**src/rtl/uart_sched_pkg.sv**
```systemverilog
// Shared types and constants for the UART transmit scheduler.
// Also carries the bus address of the TX queue register.
package uart_sched_pkg;

    localparam int UART_FIFO_DEPTH  = 8;
    localparam int UART_ACK_TIMEOUT = 16;

    // Byte offset of the TX queue register in the UART window.
    localparam logic [11:0] UART_TXQ_ADDR = 12'h000;

    typedef enum logic [1:0] {
        IDLE      = 2'd0,
        LAUNCH    = 2'd1,
        WAIT_BUSY = 2'd2,
        WAIT_DONE = 2'd3
    } sched_state_e;

    function automatic int cnt_width(input int limit);
        return $clog2(limit + 1);
    endfunction

endpackage

```
**src/rtl/uart_tx_scheduler_fifo.sv**
```systemverilog
// Synchronous FIFO with occupancy count and flush.
// The head entry is read combinationally, so a pop has no bubble.
module sync_fifo #(
    parameter int WIDTH = 8,
    parameter int DEPTH = 8
) (
    input  logic                   clk,
    input  logic                   rst,
    input  logic                   push,
    input  logic                   pop,
    input  logic                   flush,
    input  logic [WIDTH-1:0]       din,
    output logic [WIDTH-1:0]       dout,
    output logic [$clog2(DEPTH):0] level,
    output logic                   full,
    output logic                   empty
);

    localparam int AW = $clog2(DEPTH);
    localparam int LW = AW + 1;

    logic [WIDTH-1:0] mem_q [DEPTH];
    logic [WIDTH-1:0] mem_d [DEPTH];
    logic [AW-1:0]    wptr_q, wptr_d;
    logic [AW-1:0]    rptr_q, rptr_d;
    logic [LW-1:0]    level_q, level_d;

    always_comb begin
        mem_d   = mem_q;
        wptr_d  = wptr_q;
        rptr_d  = rptr_q;
        level_d = level_q;
        if (flush) begin
            wptr_d  = '0;
            rptr_d  = '0;
            level_d = '0;
        end else begin
            if (push) begin
                mem_d[wptr_q] = din;
                wptr_d        = wptr_q + 1'b1;
            end
            if (pop) begin
                rptr_d = rptr_q + 1'b1;
            end
            case ({push, pop})
                2'b10:   level_d = level_q + 1'b1;
                2'b01:   level_d = level_q - 1'b1;
                default: level_d = level_q;
            endcase
        end
    end

    always_ff @(posedge clk) begin
        if (rst) begin
            wptr_q  <= '0;
            rptr_q  <= '0;
            level_q <= '0;
        end else begin
            wptr_q  <= wptr_d;
            rptr_q  <= rptr_d;
            level_q <= level_d;
        end
    end

    // Storage needs no reset: an entry is only read after being written.
    always_ff @(posedge clk) begin
        mem_q <= mem_d;
    end

    assign dout  = mem_q[rptr_q];
    assign level = level_q;
    assign full  = (level_q == LW'(DEPTH));
    assign empty = (level_q == '0);

endmodule

```
**src/rtl/uart_tx_scheduler.sv**
```systemverilog
// Queues bus writes and feeds them one at a time to the UART sender
// over its enable/idle handshake; reports level, errors and drain.
module uart_tx_scheduler
    import uart_sched_pkg::*;
#(
    parameter int DEPTH       = UART_FIFO_DEPTH,
    parameter int ACK_TIMEOUT = UART_ACK_TIMEOUT
) (
    input  logic                   sysclk,
    input  logic                   reset,
    input  logic                   wr_en,
    input  logic [7:0]             wr_data,
    input  logic                   flush,
    input  logic                   clr_flags,
    input  logic                   tx_idle,
    output logic                   tx_en,
    output logic [7:0]             tx_data,
    output logic [$clog2(DEPTH):0] level,
    output logic                   full,
    output logic                   empty,
    output logic                   busy,
    output logic                   drained,
    output logic                   overflow,
    output logic                   timeout
);

    localparam int CW = cnt_width(ACK_TIMEOUT);
    localparam logic [CW-1:0] CNT_LIMIT = CW'(ACK_TIMEOUT);

    sched_state_e  state_q, state_d;
    logic [CW-1:0] cnt_q, cnt_d;
    logic          tx_en_q, tx_en_d;
    logic [7:0]    tx_data_q, tx_data_d;
    logic          drained_q, drained_d;
    logic          overflow_q, overflow_d;
    logic          timeout_q, timeout_d;

    logic          pop;
    logic          push;
    logic          ovf_set;
    logic          tmo_set;
    logic [7:0]    head;
    logic          fifo_full;
    logic          fifo_empty;

    sync_fifo #(
        .WIDTH (8),
        .DEPTH (DEPTH)
    ) u_fifo (
        .clk   (sysclk),
        .rst   (reset),
        .push  (push),
        .pop   (pop),
        .flush (flush),
        .din   (wr_data),
        .dout  (head),
        .level (level),
        .full  (fifo_full),
        .empty (fifo_empty)
    );

    always_comb begin
        state_d   = state_q;
        cnt_d     = cnt_q;
        tx_en_d   = 1'b0;
        tx_data_d = tx_data_q;
        drained_d = 1'b0;
        pop       = 1'b0;
        tmo_set   = 1'b0;

        unique case (state_q)
            IDLE: begin
                // flush wins over a launch in the same cycle
                if (!fifo_empty && tx_idle && !flush) begin
                    pop       = 1'b1;
                    tx_en_d   = 1'b1;
                    tx_data_d = head;
                    state_d   = LAUNCH;
                end
            end
            LAUNCH: begin
                cnt_d   = '0;
                state_d = WAIT_BUSY;
            end
            WAIT_BUSY: begin
                if (!tx_idle) begin
                    state_d = WAIT_DONE;
                end else begin
                    cnt_d = cnt_q + 1'b1;
                    if (cnt_d == CNT_LIMIT) begin
                        tmo_set = 1'b1;
                        state_d = IDLE;
                    end
                end
            end
            WAIT_DONE: begin
                if (tx_idle) begin
                    state_d   = IDLE;
                    // queue is empty after this cycle's push/flush
                    drained_d = flush || (fifo_empty && !wr_en);
                end
            end
        endcase

        push    = wr_en && !flush && (!fifo_full || pop);
        ovf_set = wr_en && !flush && fifo_full && !pop;

        overflow_d = ovf_set || (overflow_q && !clr_flags);
        timeout_d  = tmo_set || (timeout_q && !clr_flags);
    end

    always_ff @(posedge sysclk) begin
        if (reset) begin
            state_q    <= IDLE;
            cnt_q      <= '0;
            tx_en_q    <= 1'b0;
            tx_data_q  <= 8'h00;
            drained_q  <= 1'b0;
            overflow_q <= 1'b0;
            timeout_q  <= 1'b0;
        end else begin
            state_q    <= state_d;
            cnt_q      <= cnt_d;
            tx_en_q    <= tx_en_d;
            tx_data_q  <= tx_data_d;
            drained_q  <= drained_d;
            overflow_q <= overflow_d;
            timeout_q  <= timeout_d;
        end
    end

    assign tx_en    = tx_en_q;
    assign tx_data  = tx_data_q;
    assign drained  = drained_q;
    assign overflow = overflow_q;
    assign timeout  = timeout_q;
    assign full     = fifo_full;
    assign empty    = fifo_empty;
    assign busy     = (state_q != IDLE);

endmodule

```
**config.mk**
```make
export PLATFORM = sky130hd
export DESIGN_NAME = uart_tx_scheduler
export DESIGN_NICKNAME = d
export VERILOG_FILES = /design/src/rtl/uart_sched_pkg.sv /design/src/rtl/uart_tx_scheduler_fifo.sv /design/src/rtl/uart_tx_scheduler.sv
export SDC_FILE = /design/constraint.sdc
export NUM_CORES = 1
export LEC_CHECK = 0
export BUFFER_PORTS_ARGS = -buffer_cell sky130_fd_sc_hd__buf_4
export CORE_MARGIN = 1
export CORE_UTILIZATION = 50
export CTS_BUF_LIST = sky130_fd_sc_hd__clkbuf_16
export CTS_CLUSTER_DIAMETER = 100
export DETAILED_ROUTE_END_ITERATION = 7
export PLACE_DENSITY = 0.78
export SLEW_MARGIN = 20
export SYNTH_ARGS = -nofsm -noshare
export SYNTH_HDL_FRONTEND = slang
export SYNTH_SLANG_ARGS = --single-unit
```
**constraint.sdc**
```tcl
create_clock -name sysclk -period 6.16 [get_ports sysclk]
set_clock_uncertainty 0.2 [all_clocks]
set_input_delay 1.232 -clock sysclk [delete_from_list [all_inputs] [get_ports sysclk]]
set_output_delay 1.232 -clock sysclk [all_outputs]
set_load 0.01 [all_outputs]
```
Yosys cells after proc, flatten, opt, wreduce, memory -nomap -nowiden --
Index checks and enable logic that the tools add are counted.
Word-level totals: flip-flop bits (word level) 93, word-level logic and storage cells 92
Operators by class: bitwise logic cells 5, add/subtract/negate cells 5, mux-type cells 19, reductions and logical operators 31, equal/unequal tests 11, $lt $le $gt $ge 3
Operators with widths (count):
- bitwise mux 64 bit | 1
- binary-select mux 8 bit (select 3 bit) | 1
- demux 8 bit (select 3 bit) | 1
- two-way mux 8 bit | 3
- logical AND 1 bit | 10
- one-hot mux 5 bit (2 select lines) | 1
- greater-or-equal comparator 4 bit, second input constant | 2
- two-way mux 2 bit | 4
- NOT 3 -> 4 bit | 2
- one-hot mux 2 bit (4 select lines) | 1
- one-hot mux 4 bit (2 select lines) | 1
- adder 3 x 1 -> 3 bit, second input constant | 2
- == test 2 bit, second input constant | 3
- logical NOT 1 bit | 6
- != test 2 bit, second input constant | 3
- AND reduction 2 bit | 3
- nonzero test 2 bit | 3
- adder 5 x 1 -> 5 bit, second input constant | 1
- == test 5 bit, second input constant | 1
- two-way mux 1 bit | 5
- two-way mux 5 bit | 1
- adder 4 x 1 -> 4 bit, second input constant | 1
- == test 2 x 1 -> 1 bit, second input constant | 2
- == test 4 bit, second input constant | 1
- other kinds (10) | 15

Depth between registers and ports, before layout --
depth in word-level cells 10, gate-level depth with buffers 13, gate-level depth less buffers 10

Modules after synthesis --
From an unflattened synthesis, not the netlist that was laid out.
Unflattened totals: cells, all modules 277, area total of the unflattened synthesis 4040.1 µm²
Modules (own cells, without submodules):
- sync_fifo | cells an instance 162, area each 3052.9 µm², times used 1
- uart_tx_scheduler | cells an instance 115, area each 987.2 µm², times used 1

Worst setup path after synthesis --
Ideal clock, no wire load.
kind input port to flip-flop, start input tx_idle, end register u_fifo.level_q[2] (netlist: u_fifo.level[2]), arrival 3.180 ns, cell stages on the path 12, path slack 2.709 ns, setup time 0.070 ns, data required time 5.890 ns, path through buf_2 -> nor4b_4 -> nand2_4 -> inv_2 -> buf_6 -> ha_1 -> xor2_1 -> ha_1 -> a21oi_1 -> xor2_1 -> or3_1 -> a21oi_1
On the way: cells in the longest elaborated chain, start to end 8, elaborated cells between the ends (all ways) 10, those cells by class eq/ne (2); mux (3); reduce/logical (5)
Ends and longest elaborated chain:
- start: declaration | line uart_tx_scheduler.sv:15 | input logic tx_idle,
- logical AND 1 bit (*) (2 in a row) | line uart_tx_scheduler.sv:74 | if (!fifo_empty && tx_idle && !flush) begin
- two-way mux 1 bit (*) | line uart_tx_scheduler.sv:74
- two-way mux 1 bit (*)
- via pop | line uart_tx_scheduler.sv:38 | logic pop;
- logical OR 1 bit | line uart_tx_scheduler.sv:105 | push = wr_en && !flush && (!fifo_full || pop);
- logical AND 1 bit | line uart_tx_scheduler.sv:105
- == test 2 x 1 -> 1 bit or == test 2 bit (tied branches) | line uart_tx_scheduler_fifo.sv:45 | case ({push, pop})
- one-hot mux 4 bit (2 select lines) or nonzero test 2 bit (tied branches)
- end signal: assignment | line uart_tx_scheduler_fifo.sv:61 | level_q <= level_d;
- end: declaration | line uart_tx_scheduler_fifo.sv:26 | logic [LW-1:0] level_q, level_d;
The timed path passes the listed nets; every way through them passes the cells marked *. A chain may end at the register's enable or synchronous reset.

Worst setup path in the final report --
start input flush, end register u_fifo.level_q[2] (netlist: u_fifo.level[2])
On the way: cells in the longest elaborated chain, start to end 8, elaborated cells between the ends (all ways) 12, those cells by class eq/ne (2); mux (3); reduce/logical (7)
Ends and longest elaborated chain:
- start: declaration | line uart_tx_scheduler.sv:13 | input logic flush,
- logical NOT 1 bit | line uart_tx_scheduler.sv:74, uart_tx_scheduler.sv:105
- logical AND 1 bit | line uart_tx_scheduler.sv:74
- two-way mux 1 bit | line uart_tx_scheduler.sv:74
- two-way mux 1 bit
- logical OR 1 bit | line uart_tx_scheduler.sv:105
- logical AND 1 bit | line uart_tx_scheduler.sv:105
- == test 2 x 1 -> 1 bit or == test 2 bit (tied branches) | line uart_tx_scheduler_fifo.sv:45
- one-hot mux 4 bit (2 select lines) or nonzero test 2 bit (tied branches)
Parallel ways exist; a longest one is shown, timed or not.

==> reports/qor.csv <==
stage,metric,value,unit
floorplan,rows,31,
hold_path,holdPathEnd,timeout,
cts,cts_tree,built,
worst_setup_path,r2r-end,u_fifo.level[2],
power,static-leakage-power,0.001565,uW
global_route,grt_usage,19.12,%
cells_and_area,syn_to_final_growth,14.59,%
synthesis,synth_edf_count,64,
sta,max_freq,0.3024,GHz
sta,rsz0062_at_grt,no,
drt,drt_iter0_markers,156,
sta,tightest_slew,0.8914,ns
cells_and_area,fillCellCount,557,
sta,setup_viol,0,
synthesis,yosysMostFrequentCell,edfxtp_1,
drt,antenna_left,0,
worst_setup_path,r2r_cells,10,
worst_setup_path,regToRegStartpoint,state_q[1],
global_route,overflow,0,
power,p_per_area,275.7,nW/um^2
worst_setup_path,worst_ep_required_time,6.23,ns
cts,cts_setup_buffers,0,
cts,clockBufferDepth,2,
placement,numPortBuffers,32,
worst_setup_path,r2r_slack,3.21,ns
hold_path,hp-class,reg -> reg,
global_route,grt_pass1_vias,2189,
cts,cts_num_sinks,93,
placement,placed_cell_area,4205,sq um
run_status,status,"complete, no violations",
floorplan,io_pins,33,
cts,cts-buffers-inserted,9,
synthesis,yosys.area.top_type,edfxtp_1,
cts,clk_pin_slew,0.06,ns
synthesis,synth-seq-cells,93,
cells_and_area,fin_nets,319,
sta,hold_viol,0,
synthesis,ys_top_cells_by_count,"64 x edfxtp_1, 29 x dfxtp_1, 29 x nor2_1",
sta,relSlewSlack,40.35,%
floorplan,chipWidth,90.63,um
sta,whs,0.2979,ns
worst_setup_path,worstPathMaxFanout,12,
drt,firstDrtPassIters,4,
sta,fin_crit_sh,53.68,%
cts,root_buffer,clkbuf_16,
synthesis,netlist.area_leader.share,48.93,%
drt,num_vias,2273,
global_route,grt_max_degree,24,
floorplan,initial_core_util,53.01,%
synthesis,syn-instance-count,270,
synthesis,ys_seq_area_share,63.71,%
power,ir_worst_vdd,0.1676,mV
sta,slew_viol_final,0,
cts,htreeDepth,3,
worst_setup_path,cp-end-kind,flop,
drt,routed_via_density,5.640,
floorplan,core,7408,sq um
placement,dp.final_hpwl,4.602,mm
run,drv_cap,0,
drt,drc,0,
synthesis,synthDistinctLibCells,50,
sta,finalSetupTns,0,ns
global_route,grt_pass1_wl,11.63,mm
synthesis,postSynthAreaPerCell,14.55,sq um
cts,postCtsHoldBufs,0,
drt,wl_per_cell,17.45,um
synthesis,synth-async-reset-ratio,0,%
synthesis,synth.cell_area,3928,sq um
hold_path,hp-start,timeout,
cells_and_area,final_util,60.75,%
floorplan,die_y,90.63,um
sta,fin_ws,2.853,ns
worst_setup_path,startpoint_type,input pin,
cells_and_area,design_area,4501,sq um
cells_and_area,drive_gt1_share,29.28,%
synthesis,yosys_most_used_dff,edfxtp_1,
synthesis,ys_top_cells_by_area,"edfxtp_1 49%, dfxtp_1 15%, mux4_2 9.2%",
cells_and_area,n_antenna_cell,0,
placement,gp_congestion,0.8090,
drt,routed_wl,7.031,mm
hold_path,min_path_cells,1,
floorplan,dieArea,8214,sq um
worst_setup_path,worstPathArrival,3.38,ns
global_route,antenna_found_initial,0,
synthesis,ys_warn_count,0,
placement,place_ws,2.398,ns
cts,post_cts_resize_count,0,
worst_setup_path,path_class,in -> reg,
cts,clock_latency,0.34,ns
sta,period_needed,3.307,ns
synthesis,postSynthNetCount,290,
==> worst max-delay path by stage <==
stage          cells past startpoint  startpoint  slack, ns          endpoint
2_1_floorplan                     12     tx_idle       2.71   u_fifo.level[2]
3_3_place_gp                       5     tx_idle       2.50  u_fifo.mem_q[60]
3_5_place_dp                       5     tx_idle       2.40  u_fifo.mem_q[60]
4_1_cts                            5     tx_idle       2.77  u_fifo.mem_q[62]
5_1_grt                           11     tx_idle       2.69   u_fifo.level[2]
6_report                          11       flush       2.85   u_fifo.level[2]
==> metrics by stage <==
| step | power [uW] | std cells |
|---|---|---|
| final | 1241 | 403 |
| after global routing | 1285 | 403 |
| after CTS | 1251 | 403 |
| after detailed placement | 733.6 | 387 |
| after global placement | 731.6 | 387 |
| after floorplan | 714.3 | 270 |
==> cell families (layout without fill, tap and decap cells) <==
| logic type | after synthesis | after routing | synth area share [%] |
|---|---|---|---|
| buffers and inverters | 21 | 55 | 2.962 |
| AOI/OAI and AO/OA | 36 | 36 | 5.894 |
| DFF | 93 | 93 | 63.71 |
| and+or+nand+nor | 87 | 87 | 13.79 |
| xor gates and xnor gates | 8 | 8 | 1.784 |
| muxes | 19 | 19 | 9.940 |
| adders and majority gates | 6 | 6 | 1.911 |
==> per-layer routing <==
| layer | wire length, um | share of wire (%) | vias to the layer above | GRT usage (%) |
|---|---|---|---|---|
| li1 | - | - | 1084 | - |
| met1 | 3155 | 45 | 1128 | 26.07 |
| met2 | 3435 | 49 | 50 | 29.23 |
| met3 | 323 | 4.6 | 11 | 5.219 |
| met4 | 117 | 1.7 | 0 | 7.392 |
| met5 | 0 | 0 | - | 0 |
==> worst max-delay path, stage by stage <==
cell and delay, ns:
buf_4 0.13, nor4b_4 0.38, nand2_4 0.11, inv_2 0.20
ha_1 0.31, xor2_1 0.18, ha_1 0.17, a21oi_1 0.05
xor2_1 0.17, or3_1 0.31, a21oi_1 0.14
==> power by group <==
group          switching (uW)  total [uW]  internal, uW
sequential               3.62         675           672
clock                     240         521           282
combinational            25.5        44.3          18.8
==> sequential cells by signal (all words and copies together), names as in the netlist <==
name	cells
u_fifo.wptr_q	3
cnt_q	5
tx_en	1
drained	1
u_fifo.mem_q	64
overflow	1
u_fifo.rptr_q	3
tx_data	8
u_fifo.level	4
timeout	1
state_q	2
==> cells in the final DEF, fill, tap and decap left out, types with 2 or more instances in the layout <==
cell type,count
a21oi_1,10
a31oi_1,4
buf_4,33
clkbuf_16,9
dfxtp_1,29
edfxtp_1,64
ha_1,6
inv_1,5
inv_6,4
mux2i_1,3
mux4_2,16
nand2_1,7
nand2b_1,10
nand3_1,4
nand3b_1,2
nand4b_1,3
nor2_1,29
nor2b_1,2
nor3_1,2
nor3_2,10
nor3b_1,2
o211ai_1,3
o21ai_0,2
o22ai_1,10
or2_2,3
or3_1,2
xnor2_1,2
xor2_1,6
==> final cells by class <==
type	instances	area [sq um]	area share [%]
inverters	6	22.52	0.5004
repair buffers	33	247.7	5.505
clock inverters	7	60.06	1.334
flip-flops and latches	93	2502	55.60
well taps	99	123.9	2.752
multi-input cells	156	1319	29.30
clock buffers	9	225.2	5.004
Power figures use the tool's default switching activity.
